===== src/rtl/bludger_controller.sv =====
// bludger_controller: bouncing bludger that freezes a player on contact, then escapes with a collision cooldown
module bludger_controller #(
  parameter int BALL_RADIUS        = 10,
  parameter int PLAYER_RADIUS      = 25,
  parameter int INITIAL_X          = 320,
  parameter int INITIAL_Y          = 240,
  parameter int MOVEMENT_FREQUENCY = 200000,
  parameter int LEFT_BOUNDARY      = 0,
  parameter int RIGHT_BOUNDARY     = 639,
  parameter int TOP_BOUNDARY       = 0,
  parameter int BOT_BOUNDARY       = 479,
  parameter int COOLDOWN_TICKS     = 50
) (
  input  logic       clk,
  input  logic       rst_n,
  input  logic [9:0] player_x,
  input  logic [9:0] player_y,
  input  logic       clean_bludge,
  output logic [9:0] ball_x,
  output logic [9:0] ball_y,
  output logic       bludged,
  output logic [3:0] hit_count
);
  localparam int TW = $clog2(MOVEMENT_FREQUENCY);
  localparam int CW = $clog2(COOLDOWN_TICKS + 1);
  localparam logic [9:0] X_MIN = 10'(LEFT_BOUNDARY + BALL_RADIUS);
  localparam logic [9:0] X_MAX = 10'(RIGHT_BOUNDARY - BALL_RADIUS);
  localparam logic [9:0] Y_MIN = 10'(TOP_BOUNDARY + BALL_RADIUS);
  localparam logic [9:0] Y_MAX = 10'(BOT_BOUNDARY - BALL_RADIUS);
  localparam logic [21:0] HIT_D2 = 22'((BALL_RADIUS + PLAYER_RADIUS) * (BALL_RADIUS + PLAYER_RADIUS));
  typedef enum logic [1:0] {ROAM = 2'd0, HIT = 2'd1, ESCAPE = 2'd2} state_t;
  state_t state, state_nx;
  logic [TW-1:0] tick_cnt, tick_cnt_nx;
  logic [CW-1:0] cool_cnt, cool_cnt_nx;
  logic [9:0] ball_x_nx, ball_y_nx, dx, dy;
  logic [21:0] dist2;
  logic [3:0] hit_count_nx;
  logic dir_x, dir_y, dir_x_nx, dir_y_nx, bludged_nx;
  logic tick, collide, move, edge_x, edge_y;
  // 22-bit sum of squares cannot overflow for 10-bit deltas
  always_comb begin
    dx = ball_x >= player_x ? ball_x - player_x : player_x - ball_x;
    dy = ball_y >= player_y ? ball_y - player_y : player_y - ball_y;
    dist2 = 22'(dx) * 22'(dx) + 22'(dy) * 22'(dy);
    collide = dist2 < HIT_D2;
    tick = state != HIT && tick_cnt == TW'(MOVEMENT_FREQUENCY - 1);
  end
  always_comb begin
    state_nx = state;
    bludged_nx = bludged;
    hit_count_nx = hit_count;
    cool_cnt_nx = cool_cnt;
    dir_x_nx = dir_x;
    dir_y_nx = dir_y;
    ball_x_nx = ball_x;
    ball_y_nx = ball_y;
    move = 1'b0;
    edge_x = dir_x ? ball_x >= X_MAX : ball_x <= X_MIN;
    edge_y = dir_y ? ball_y >= Y_MAX : ball_y <= Y_MIN;
    case (state)
      ROAM: begin
        state_nx = collide ? HIT : ROAM;
        bludged_nx = collide;
        hit_count_nx = collide && hit_count != 4'd15 ? hit_count + 4'd1 : hit_count;
        move = tick && !collide;
      end
      HIT: begin
        state_nx = clean_bludge ? ESCAPE : HIT;
        bludged_nx = !clean_bludge;
        dir_x_nx = clean_bludge ? ~dir_x : dir_x;
        dir_y_nx = clean_bludge ? ~dir_y : dir_y;
        cool_cnt_nx = '0;
      end
      ESCAPE: begin
        move = tick;
        state_nx = tick && cool_cnt == CW'(COOLDOWN_TICKS - 1) ? ROAM : ESCAPE;
        cool_cnt_nx = !tick ? cool_cnt : state_nx == ROAM ? '0 : cool_cnt + CW'(1);
      end
      default: state_nx = ROAM;
    endcase
    if (move) begin
      dir_x_nx = edge_x ? ~dir_x : dir_x;
      dir_y_nx = edge_y ? ~dir_y : dir_y;
      ball_x_nx = edge_x ? ball_x : dir_x ? ball_x + 10'd1 : ball_x - 10'd1;
      ball_y_nx = edge_y ? ball_y : dir_y ? ball_y + 10'd1 : ball_y - 10'd1;
    end
    tick_cnt_nx = state == HIT || state_nx == HIT || tick ? '0 : tick_cnt + TW'(1);
  end
  always_ff @(posedge clk or negedge rst_n) begin
    if (!rst_n) begin
      state <= ROAM;
      ball_x <= 10'(INITIAL_X);
      ball_y <= 10'(INITIAL_Y);
      dir_x <= 1'b1;
      dir_y <= 1'b1;
      bludged <= 1'b0;
      hit_count <= '0;
      tick_cnt <= '0;
      cool_cnt <= '0;
    end else begin
      state <= state_nx;
      ball_x <= ball_x_nx;
      ball_y <= ball_y_nx;
      dir_x <= dir_x_nx;
      dir_y <= dir_y_nx;
      bludged <= bludged_nx;
      hit_count <= hit_count_nx;
      tick_cnt <= tick_cnt_nx;
      cool_cnt <= cool_cnt_nx;
    end
  end
endmodule


===== config.mk =====
export PLATFORM = sky130hd
export DESIGN_NAME = bludger_controller
export DESIGN_NICKNAME = d
export VERILOG_FILES = /design/src/rtl/bludger_controller.sv
export SDC_FILE = /design/constraint.sdc
export NUM_CORES = 1
export LEC_CHECK = 0
export CAP_MARGIN = 40
export CORE_MARGIN = 4
export CORE_UTILIZATION = 31
export CTS_CLUSTER_DIAMETER = 200
export DETAILED_ROUTE_END_ITERATION = 10
export GPL_ROUTABILITY_DRIVEN = 0
export PLACE_DENSITY_LB_ADDON = 0.3
export SLEW_MARGIN = 25
export SYNTH_ARGS = -nofsm -noshare
export SYNTH_HDL_FRONTEND = slang
export SYNTH_SLANG_ARGS = --single-unit
export TNS_END_PERCENT = 30

===== constraint.sdc =====
create_clock -name clk -period 14.5 [get_ports clk]
set_clock_uncertainty 0.15 [all_clocks]
set_input_delay 1.45 -clock clk [delete_from_list [all_inputs] [get_ports clk]]
set_output_delay 1.45 -clock clk [all_outputs]
set_load 0.02 [all_outputs]

==> metrics.yaml <==
run_status: "complete, no violations"
synthDominantCellAreaShare_pct: 25.2
effective_utilization_at_floorplan_pct: 31.5
dp_slack_ns: 1.88
critical_path.startpoint_type: "primary input"
synth-edff-count: 0
placement.io_buffers: 47
fin_hold_ws_ns: 0.335
timing.critical_path.fanout_max: 18
synth-compound-area-share_pct: 12.3
die_x_um: 195
critical-path-slowest-cell: "sky130_fd_sc_hd__o311ai_4"
critical_path.endpoint_type: "register"
antenna_left: 0
insertedDiodeCount: 0
cp_slowest_stage_delay_ns: 0.84
reg2reg_from: "ball_y[0]"
yosys_register_bits: 53
timing.final.ws_setup_ns: 2.33
mappedNetlistNets: 1516
clk_pin_slew_ns: 0.06
synth_async_sr_flop_share_pct: 100
synthesis.area_um2: 10900
synth.lib_cells_used.distinct: 81
synth-main-ff-cell: "sky130_fd_sc_hd__dfrtp_1"
netlist_top_cells_count: "sky130_fd_sc_hd__inv_1, sky130_fd_sc_hd__ha_1, sky130_fd_sc_hd__fa_1"
drv_cap: 0
top_level_ports: 48
grt.total_usage_pct: 12.8
grt_pass1_vias: 8420
synth_adder_area_share_pct: 41.6
firstDrtPassIters: 5
synthXorXnorAreaFrac_pct: 6.36
numClockSinks: 53
antenna_found_initial: 0
synth_top_cell_by_area: "sky130_fd_sc_hd__fa_1"
drtIter0Drc: 329
critPathMostFrequentCell: "sky130_fd_sc_hd__fa_1"
worstSetupEndpoint: "tick_cnt[17]"
core_area_um2: 34500
total_half_perimeter_wirelength_after_legalization_and_detailed_placement_mm: 20.6
worstRegToRegCells: 31
synthMostInstantiatedCell: "sky130_fd_sc_hd__inv_1"
maximum_clock_insertion_buffer_count: 2
max_clock_freq_mhz: 82.1
synth_top_cells_by_area: "sky130_fd_sc_hd__fa_1, sky130_fd_sc_hd__ha_1, sky130_fd_sc_hd__dfrtp_1"
hold_path.class: "reg2reg"
critical_path_arrival_ns: 12.16
critPathLaunch: "player_x[7]"
clock_latency_ns: 0.29
layout_min_cycle_time_ns: 12.17
critPathKind: "in2reg"
grt_start_max_net_pins: 54
rsz0062_at_grt: "no"
reg2reg_slack_ns: 3.43
timing_max_transition_violations_final: 0
clock_tree.htree_level_count: 2
cts_tree: "done"
fin_setup_tns_ns: 0
fin_crit_sh_pct: 84.0
cp.required_ns: 14.49
routed_vias: 8137
timing_worst_slew_pin_value_ns: 0.790
syn_to_final_growth_pct: 10.6
root_buffer: "sky130_fd_sc_hd__clkbuf_16"
total_clock_buffers_created_by_cts: 5
hold_viol_final: 0
cts.repair.resized: 0
count_of_unresolved_drc_violations_after_routing: 0
postSynthAreaPerCell_um2: 8.95
grt_first_pass_wirelength_mm: 41.4
synth.area.mux_share_pct: 3.27
design.final.nets: 1555
slew-limit-headroom_pct: 47.2
avgRoutedWirePerCell_um: 14.0
cts_hold_buffers: 0
route.final.wire_length_mm: 24.0
chip_height_um: 195
std_cell_rows: 68
yosys.area_share.simple_pct: 14.4
die_area_um2: 38100
route.detailed.vias_per_inst: 4.76
rr_endpoint: "tick_cnt[17]"
syn_inst: 1214
synth.yosys.seq_area_share_pct: 12.3
layout-drive-gt1-share_pct: 6.06
setup_fix_buffers_added_after_clock_tree_synthesis: 0
globalRouteOverflowTotal: 0
synthesis_warning_total: 0
synth_top_family_by_area: "adder cells"
setup_violations: 0
-- placed cells by master, fill, tap and decap left out, types with 14 or more instances in the layout --
cell                                n
sky130_fd_sc_hd__mux2i_1           22
sky130_fd_sc_hd__xor2_1            38
sky130_fd_sc_hd__dfrtp_1           45
sky130_fd_sc_hd__ha_1             142
sky130_fd_sc_hd__xnor2_1           39
sky130_fd_sc_hd__nand3_1           25
sky130_fd_sc_hd__clkdlybuf4s50_1   46
sky130_fd_sc_hd__a21oi_1           45
sky130_fd_sc_hd__o21ai_0           30
sky130_fd_sc_hd__nor2_1           111
sky130_fd_sc_hd__nand2_1           55
sky130_fd_sc_hd__nand2b_1          31
sky130_fd_sc_hd__a21o_1            16
sky130_fd_sc_hd__buf_4             14
sky130_fd_sc_hd__nor3_1            17
sky130_fd_sc_hd__fa_1             137
sky130_fd_sc_hd__inv_1            235
-- through the flow --
stage / cell area [µm²] / cells / util, %
CTS: 12000 / 1707 / 34.8
global placement: 11800 / 1698 / 34.3
floorplan: 10900 / 1214 / -
global route: 12000 / 1709 / 34.8
detailed placement: 11800 / 1699 / 34.3
finish: 12000 / 1709 / 34.8
-- metal layers --
metal	part of all wire, %	track usage, %	wire length, µm	up-vias
li1	-	-	-	4071
met4	1.5	2.43	364	0
met2	50	22.5	11900	99
met5	0	0	0	-
met1	47	17.6	11300	3952
met3	1.7	0.690	413	15
-- layout make-up --
cell class,count,area (µm²)
fill,3621,22500
multi-input combinational,893,8470
sequential,53,1340
inverter,237,890
timing repair buffer,63,586
tap,455,569
clock buffer,6,129
clock inverter,2,38.8
-- logic make-up after synthesis --
group,after synthesis
xor gates and xnor gates,78
AOI/OAI and AO/OA,189
adders and majority gates,279
DFF,53
buffers and inverters,268
muxes,34
and+or+nand+nor,313
-- sequential cells by signal, indices dropped and copies added (netlist names) --
register   count
ball_x        10
ball_y        10
bludged        1
cool_cnt       6
dir_x          1
dir_y          1
hit_count      4
state          2
tick_cnt      18
-- how the worst min path moves through the flow --
| stage | startpoint | endpoint | cells past startpoint |
|---|---|---|---|
| global route | tick_cnt[0] | tick_cnt[0] | 1 |
| global placement | tick_cnt[0] | tick_cnt[0] | 1 |
| floorplan | tick_cnt[0] | tick_cnt[0] | 1 |
| finish | tick_cnt[0] | tick_cnt[0] | 1 |
| detailed placement | tick_cnt[0] | tick_cnt[0] | 1 |
| CTS | tick_cnt[0] | tick_cnt[0] | 1 |
-- worst max-delay path, delay by kind of cell --
kind | cells | cell delay [ns]
fa+ha+maj | 9 | 4.33
buf+inv | 6 | 0.99
simple gates | 7 | 2.02
mux | 1 | 0.22
compound gates | 7 | 3.14
Power is not shown: default switching activity piles up to over one toggle a cycle in this logic, so the estimate is an artifact.
